## config.mk

```make
export PLATFORM = sky130hd
export DESIGN_NAME = des_rx_buffer_flat
export DESIGN_NICKNAME = d
export VERILOG_FILES = /design/src/rtl/des_pkg.sv /design/src/rtl/des_rx_buffer_if.sv /design/src/rtl/des_rxb_fifo.sv /design/src/rtl/des_rx_buffer.sv /design/src/flat_wrapper.sv
export SDC_FILE = /design/constraint.sdc
export NUM_CORES = 2
export LEC_CHECK = 0
export CORE_ASPECT_RATIO = 0.7
export CORE_UTILIZATION = 41
export CTS_BUF_LIST = sky130_fd_sc_hd__clkbuf_8
export DETAILED_ROUTE_END_ITERATION = 16
export GPL_TIMING_DRIVEN = 0
export SLEW_MARGIN = 0
export SYNTH_ARGS = -nofsm -noshare
export SYNTH_HDL_FRONTEND = slang
export SYNTH_HIERARCHICAL = 1
export SYNTH_SLANG_ARGS = --single-unit
```

## constraint.sdc

```tcl
create_clock -name i_clk -period 12.7 [get_ports i_clk]
set_clock_uncertainty 0.1 [all_clocks]
set_input_delay 1.905 -clock i_clk [delete_from_list [all_inputs] [get_ports i_clk]]
set_output_delay 1.905 -clock i_clk [all_outputs]
set_load 0.005 [all_outputs]
```

## src/rtl/des_pkg.sv

```systemverilog
// Constants and types shared by the DES pipeline and its result buffer.
package des_pkg;
  localparam int DES_BLOCK_W      = 64;
  localparam int DES_PIPE_LATENCY = 16;

  typedef logic [DES_BLOCK_W-1:0] des_blk_t;

  typedef enum logic [1:0] {
    FIFO_EMPTY   = 2'd0,
    FIFO_PARTIAL = 2'd1,
    FIFO_FULL    = 2'd2
  } fifo_state_e;
endpackage

```

## src/rtl/des_rx_buffer_if.sv

```systemverilog
// Issue/result/consumer signals of the DES result buffer.
// o_blk_cnt exists only when DES_RXB_STATS_EN is defined.
interface des_rx_buffer_if #(parameter int CNT_W = 6);
  import des_pkg::*;
  logic             i_issue;
  logic             o_issue_ok;
  des_blk_t         i_ct;
  logic             i_ct_dv;
  des_blk_t         o_data;
  logic             o_valid;
  logic             i_ready;
  logic [CNT_W-1:0] o_count;
  logic             o_err;
  logic             i_err_clr;
`ifdef DES_RXB_STATS_EN
  logic [31:0]      o_blk_cnt;
`endif

  modport slave (
    input  i_issue, i_ct, i_ct_dv, i_ready, i_err_clr,
`ifdef DES_RXB_STATS_EN
    output o_blk_cnt,
`endif
    output o_issue_ok, o_data, o_valid, o_count, o_err
  );

  modport master (
    output i_issue, i_ct, i_ct_dv, i_ready, i_err_clr,
`ifdef DES_RXB_STATS_EN
    input  o_blk_cnt,
`endif
    input  o_issue_ok, o_data, o_valid, o_count, o_err
  );
endinterface

```

## src/rtl/des_rxb_fifo.sv

```systemverilog
// Result storage: circular buffer with EMPTY/PARTIAL/FULL control FSM.
// A push into a full buffer is accepted only when a pop happens in the same cycle.
module des_rxb_fifo
  import des_pkg::*;
#(
  parameter int DEPTH = 32,
  parameter int CNT_W = $clog2(DEPTH) + 1
) (
  input  logic             i_clk,
  input  logic             i_rst_n,
  input  logic             i_push,
  input  des_blk_t         i_wdata,
  input  logic             i_pop,
  output des_blk_t         o_rdata,
  output logic             o_valid,
  output logic             o_push_ok,
  output logic             o_pop_ok,
  output logic [CNT_W-1:0] o_count
);
  localparam int AW = $clog2(DEPTH);

  fifo_state_e      r_state, w_next;
  logic [AW-1:0]    r_wptr, r_rptr;
  logic [CNT_W-1:0] r_count;
  des_blk_t         r_mem [DEPTH];
  logic             w_push, w_pop;

  assign w_pop  = i_pop && (r_state != FIFO_EMPTY);
  assign w_push = i_push && ((r_state != FIFO_FULL) || w_pop);

  always_comb begin
    w_next = r_state;
    case (r_state)
      FIFO_EMPTY:   if (w_push) w_next = FIFO_PARTIAL;
      FIFO_PARTIAL: begin
        if (w_push && !w_pop && r_count == CNT_W'(DEPTH - 1))
          w_next = FIFO_FULL;
        else if (w_pop && !w_push && r_count == CNT_W'(1))
          w_next = FIFO_EMPTY;
      end
      FIFO_FULL:    if (w_pop && !w_push) w_next = FIFO_PARTIAL;
      default:      w_next = FIFO_EMPTY;
    endcase
  end

  always_ff @(posedge i_clk or negedge i_rst_n) begin
    if (!i_rst_n) begin
      r_state <= FIFO_EMPTY;
      r_wptr  <= '0;
      r_rptr  <= '0;
      r_count <= '0;
    end else begin
      r_state <= w_next;
      if (w_push) r_wptr <= r_wptr + AW'(1);
      if (w_pop)  r_rptr <= r_rptr + AW'(1);
      if (w_push && !w_pop)      r_count <= r_count + CNT_W'(1);
      else if (w_pop && !w_push) r_count <= r_count - CNT_W'(1);
    end
  end

  // Storage needs no reset: reads are masked to zero until a word lands.
  always_ff @(posedge i_clk) begin
    if (w_push) r_mem[r_wptr] <= i_wdata;
  end

  assign o_valid   = (r_state != FIFO_EMPTY);
  assign o_rdata   = o_valid ? r_mem[r_rptr] : '0;
  assign o_push_ok = w_push;
  assign o_pop_ok  = w_pop;
  assign o_count   = r_count;
endmodule

```

## src/rtl/des_rx_buffer.sv

```systemverilog
// Credit-managed receive buffer behind a fixed-latency DES pipeline.
// Define DES_RXB_STATS_EN to add the o_blk_cnt output-transfer counter.
module des_rx_buffer
  import des_pkg::*;
#(
  parameter int DEPTH = 32,
  parameter int CNT_W = $clog2(DEPTH) + 1
) (
  input  logic               i_clk,
  input  logic               i_rst_n,
  des_rx_buffer_if.slave     bus
);
  logic [CNT_W-1:0] r_infl;
  logic             r_err;
  logic [CNT_W-1:0] w_count;
  logic             w_push_ok, w_pop_ok;
  logic             w_issue_ok, w_err_evt;

  des_rxb_fifo #(.DEPTH(DEPTH), .CNT_W(CNT_W)) u_fifo (
    .i_clk     (i_clk),
    .i_rst_n   (i_rst_n),
    .i_push    (bus.i_ct_dv),
    .i_wdata   (bus.i_ct),
    .i_pop     (bus.i_ready),
    .o_rdata   (bus.o_data),
    .o_valid   (bus.o_valid),
    .o_push_ok (w_push_ok),
    .o_pop_ok  (w_pop_ok),
    .o_count   (w_count)
  );

  // One extra bit: occupancy plus saturated inflight can reach 2*DEPTH.
  assign w_issue_ok = ({1'b0, w_count} + {1'b0, r_infl}) < (CNT_W+1)'(DEPTH);

  assign w_err_evt = (bus.i_issue && !w_issue_ok)
                  || (bus.i_ct_dv && (r_infl == '0))
                  || (bus.i_ct_dv && !w_push_ok);

  always_ff @(posedge i_clk or negedge i_rst_n) begin
    if (!i_rst_n) begin
      r_infl <= '0;
      r_err  <= 1'b0;
    end else begin
      if (bus.i_issue && !bus.i_ct_dv) begin
        if (r_infl != CNT_W'(DEPTH)) r_infl <= r_infl + CNT_W'(1);
      end else if (bus.i_ct_dv && !bus.i_issue && (r_infl != '0)) begin
        r_infl <= r_infl - CNT_W'(1);
      end
      if (w_err_evt)          r_err <= 1'b1;
      else if (bus.i_err_clr) r_err <= 1'b0;
    end
  end

`ifdef DES_RXB_STATS_EN
  logic [31:0] r_blk_cnt;
  always_ff @(posedge i_clk or negedge i_rst_n) begin
    if (!i_rst_n)      r_blk_cnt <= '0;
    else if (w_pop_ok) r_blk_cnt <= r_blk_cnt + 32'd1;
  end
  assign bus.o_blk_cnt = r_blk_cnt;
`else
  logic w_unused;
  assign w_unused = w_pop_ok;
`endif

  assign bus.o_issue_ok = w_issue_ok;
  assign bus.o_count    = w_count;
  assign bus.o_err      = r_err;
endmodule

```

## src/flat_wrapper.sv

```systemverilog
// flat-port wrapper written by rule: the top's interface ports become plain ports
module des_rx_buffer_flat import des_pkg::*;
#(
  parameter int DEPTH = 32,
  parameter int CNT_W = $clog2(DEPTH) + 1
)
  (i_clk, i_rst_n, bus_i_issue, bus_i_ct, bus_i_ct_dv, bus_i_ready, bus_i_err_clr, bus_o_issue_ok, bus_o_data, bus_o_valid, bus_o_count, bus_o_err);
  des_rx_buffer_if #(.CNT_W(CNT_W)) bus_i ();
  input  logic i_clk;
  input  logic i_rst_n;
  input wire logic [$bits(bus_i.i_issue)-1:0] bus_i_issue;
  input wire logic [$bits(bus_i.i_ct)-1:0] bus_i_ct;
  input wire logic [$bits(bus_i.i_ct_dv)-1:0] bus_i_ct_dv;
  input wire logic [$bits(bus_i.i_ready)-1:0] bus_i_ready;
  input wire logic [$bits(bus_i.i_err_clr)-1:0] bus_i_err_clr;
  output wire logic [$bits(bus_i.o_issue_ok)-1:0] bus_o_issue_ok;
  output wire logic [$bits(bus_i.o_data)-1:0] bus_o_data;
  output wire logic [$bits(bus_i.o_valid)-1:0] bus_o_valid;
  output wire logic [$bits(bus_i.o_count)-1:0] bus_o_count;
  output wire logic [$bits(bus_i.o_err)-1:0] bus_o_err;
  assign bus_i.i_issue = bus_i_issue;
  assign bus_i.i_ct = bus_i_ct;
  assign bus_i.i_ct_dv = bus_i_ct_dv;
  assign bus_i.i_ready = bus_i_ready;
  assign bus_i.i_err_clr = bus_i_err_clr;
  assign bus_o_issue_ok = bus_i.o_issue_ok;
  assign bus_o_data = bus_i.o_data;
  assign bus_o_valid = bus_i.o_valid;
  assign bus_o_count = bus_i.o_count;
  assign bus_o_err = bus_i.o_err;
  des_rx_buffer #(.DEPTH(DEPTH), .CNT_W(CNT_W)) u_core (.i_clk(i_clk), .i_rst_n(i_rst_n), .bus(bus_i));
endmodule
```

==> run summary <==
The flow ran to the end, and the final reports show no timing, DRC or antenna violations. Data required time at the worst endpoint: 10.69 ns. For this block, the initial DRC count from the detailed router was 4789. The total overflow left after global routing is 0. Capture instance of the worst register-to-register path: u_core/u_fifo/r_mem[5][35].

The sequential cell area fraction in the yosys report is 77.7%. After synthesis, the cell types taking the most area are sky130_fd_sc_hd__edfxtp_1, sky130_fd_sc_hd__mux4_2, sky130_fd_sc_hd__mux2i_1, sky130_fd_sc_hd__mux2_2, sky130_fd_sc_hd__a22oi_1. The slew at the pin closest to its max-slew limit works out to 1.49 ns. The clock period could shrink to 7.13 ns. IR analysis of the VDD net gives a maximum drop of 0.000130 V. For flop-to-flop paths, the worst setup slack is 8.84 ns.

The number of synthesized flops with an enable pin was 2048. Summed over all layers, the routed wires come to 203000 µm. Count of pins over their slew limit: 0. Number of I/O port buffers: 142. Setup slack on the critical path of the routed design comes to 5.57 ns. The combined area of the multi-input logic cells came out at 16900 µm². The synthesized design contains 2073 register bits. For the initial cell density of the core, the log shows 41.3%. The number of global-route vias before repair was 39800; the area added between synthesis and finish was 15.7%. The number of different library cells used by synthesis comes to 57. Counting instances in the post-synthesis netlist gives the leading cell types as sky130_fd_sc_hd__edfxtp_1, sky130_fd_sc_hd__mux4_2, sky130_fd_sc_hd__mux2i_1. The floorplan step defined a die boundary enclosing 197000 µm². Among all flip-flop cells after synthesis, the most frequent one is sky130_fd_sc_hd__edfxtp_1. The first global-routing pass estimated 288000 µm of wire. The quantity of gates resized following cts was 0; the leakage power total was 29.6 nW. The critical path is of the register to primary output type. Across the whole layout, storage elements account for 62100 µm².

TritonCTS built the clock tree. The adder-cell area share of the yosys netlist came out at 0.291%. The number of instances on the worst hold path is 1, and the post-synthesis simple-gate area fraction is 1.72%.

Synthesis handed over a netlist of 3751 instances. The detail route stage leaves a number of antenna-violating nets equal to 0. The worst hold path begins at u_core/u_fifo/o_count[5].

After synthesis, the share of cell area in mux cells is 15.3%. Across every metal layer, demand over resource in global routing totals 20.6%. Among all cell types in the netlist, the one instantiated most often is sky130_fd_sc_hd__edfxtp_1.

The die is 371 µm tall. Setup violations remaining at the end of the flow were counted as 0. After filler insertion, the fill cell instance count of the layout stands at 15900. TritonCTS created 332 clock buffers.

The worst setup path is captured at a primary output. Of all cell types, the one taking the most synthesized area is sky130_fd_sc_hd__edfxtp_1. The initial antenna violation count is 16, and the count of clock tree sinks is 2073. The run gives 0 as the residual DRC count. In the finished design, the share of the clock period the worst path needs comes to 56.1%.

Max-cap violations in this run came to 0. Setup repair after global routing left no endpoint under its margin. Pin placement for this block handled 143 I/O pins. After floorplanning, the core was divided into 135 placement rows. After synthesis, the largest family of logic cells by area is multiplexers.

The tools report the number of buffers on the longest clock path as 4. Cells with a size suffix above 1 make up 25.2% of the layout. After clock tree synthesis, the clock-pin slew on the worst setup and hold paths is 0.06 ns. Entering global routing, the biggest net connects 33 pins.

Setup total negative slack on the finished layout was measured at 0 ns. Worst min-delay path category: register to register. The worst slack at placement came out at 6.63 ns. The worst setup path is launched from a register.

The cell area that synthesis handed to floorplanning was 80000 µm². The run gives 40600 as the count of vias placed by the detailed router. Buffers added to address setup during post-CTS repair amount to 0.

The Yosys step of the flow raised 6 warnings. The net count of the mapped netlist was 3839; the mean post-synth cell area was 21.3 µm². Dividing the detail-routed wire length by the instance count gives 28.4 µm.

In the synthesized netlist the async set-or-reset flop fraction comes to 1.21%. In the routed layout, each cell is associated on average with a via count of 5.69. Counting cells, the worst reg-to-reg path comes to 7. Detailed placement finished with a half-perimeter wire length of 136000 µm. For the worst-skew pair, the clock arrives at the later sink with an insertion delay of 1.02 ns. The power density over cell area is 215 nW/µm².

For hold timing, the worst endpoint is u_core/u_fifo/o_count[5]. The synthesized netlist devotes 3.42% of its cell area to compound gates. The net count of the finished layout is 4404. The post-synthesis share of cell area spent on xor and xnor gates came out at 0.197%. CTS built an H-tree with a depth of 5.

The worst endpoint data arrival time is 5.12 ns. The worst register-to-register path begins at u_core/u_fifo/r_state[0]. The total iterations of the first detailed-routing run came out at 5.

The global placer's final weighted congestion is 0.769, and the worst max-slew margin expressed relative to the limit is 0.474%. The maximum fanout count along the critical path came out at 10. The root buffer cell chosen for the clock tree is sky130_fd_sc_hd__clkbuf_8. The synthesized design devotes to its leading area cell type 76.9% of total area. The area of the placeable core was 194000 µm²; the width of the die was 530 µm. The achievable frequency was 140 MHz; the quantity of hold-fixing buffers added after cts was 0. Number of hold violations in the final report: 0.
[flip-flops by register name, summed over array words and instances, names as in the netlist]
signal	flops
u_core/u_fifo/r_state	2
u_core/r_infl	6
u_core/u_fifo/o_count	6
u_core/bus.o_err	1
u_core/u_fifo/r_mem	2048
u_core/u_fifo/r_wptr	5
u_core/u_fifo/r_rptr	5
[power by group]
part | switching, mW | internal, mW
Sequential | 0.119 | 8.00
Combinational | 3.86 | 2.80
Clock | 2.54 | 2.58
Total | 6.52 | 13.4
[layer usage]
layer  track usage (%)  up-vias  part of all wire (%)
li1                  -    16900                     -
met1              31.8    21600                    46
met2              29.0     1839                    43
met3              5.14      284                   9.2
met4              5.29        0                   2.1
met5                 0        -                     0
[worst max-delay path by stage]
stage / startpoint / end / slack, ns
5_1_grt: u_core/u_fifo/r_rptr[4] / bus_o_data[40] / 5.46
3_3_place_gp: bus_i_ct_dv / u_core/u_fifo/r_mem[22][55] / 1.47
2_1_floorplan: bus_i_ct_dv / u_core/u_fifo/r_mem[31][0] / 6.61
4_1_cts: u_core/u_fifo/r_rptr[1] / bus_o_data[55] / 5.61
3_5_place_dp: bus_i_ct_dv / u_core/u_fifo/r_mem[4][34] / 6.63
6_report: u_core/u_fifo/r_rptr[4] / bus_o_data[43] / 5.57
[through the flow]
| step | power (mW) | cells | util, % | cell area, µm² | hold slack (ns) |
|---|---|---|---|---|---|
| 3_3_place_gp | 14.8 | 6496 | 43.7 | 84600 | 0.476 |
| 6_report | 19.9 | 7145 | 47.8 | 92500 | 0.487 |
| 2_1_floorplan | 12.1 | 3751 | - | 80000 | 0.415 |
| 4_1_cts | 20.0 | 7137 | 47.8 | 92500 | 0.490 |
| 3_5_place_dp | 14.9 | 6585 | 44.8 | 86800 | 0.482 |
| 5_1_grt | 20.7 | 7141 | 47.8 | 92500 | 0.524 |
[critical path: stages (launching register included)]
cell	delay, ns
sky130_fd_sc_hd__dfrtp_1	0.35
sky130_fd_sc_hd__clkbuf_1	1.09
sky130_fd_sc_hd__clkbuf_1	0.82
sky130_fd_sc_hd__clkbuf_1	0.56
sky130_fd_sc_hd__o2111ai_1	0.47
sky130_fd_sc_hd__and3_1	0.37
sky130_fd_sc_hd__clkdlybuf4s50_1	0.46
[cell type report]
| cell class | instances | area share [%] |
|---|---|---|
| buffer | 218 | 1.19 |
| sequential | 2073 | 67.2 |
| inverter | 7 | 0.0284 |
| clock inverter | 211 | 1.09 |
| timing repair buffer | 231 | 3.60 |
| clock buffer | 341 | 5.07 |
| tap | 2603 | 3.52 |
| multi-input combinational | 1453 | 18.3 |
| antenna | 8 | 0.0216 |
[cell usage in the layout (no fill, tap or decap), drive strengths merged, types with 3 or more instances in the layout]
cell type	count
inv	117
nand2	100
nor2	46
o22ai	60
a21oi	27
o31ai	3
clkbuf	442
diode	8
nor2b	6
and2	4
nand2b	6
a22oi	85
a31oi	20
nand3b	4
mux4	344
nor3	4
buf	207
clkdlybuf4s50	141
clkinv	92
bufinv	5
mux2	174
mux2i	249
a2bb2oi	44
dfrtp	25
o21ai	26
edfxtp	2048
nand4	4
ha	17
clkinvlp	4
nand3	48
o2111ai	44
a21o	4
a221oi	44
and3	48
xnor2	16
[cells by family (layout without fill, tap and decap cells)]
kind of cell	after synthesis	in the layout
compound gates	367	367
xor+xnor	18	18
fa+ha+maj	18	18
buf+inv	225	1008
flops	2073	2073
mux	767	767
other cells	0	8
simple gates	283	283
Power figures use the tool's default switching activity.
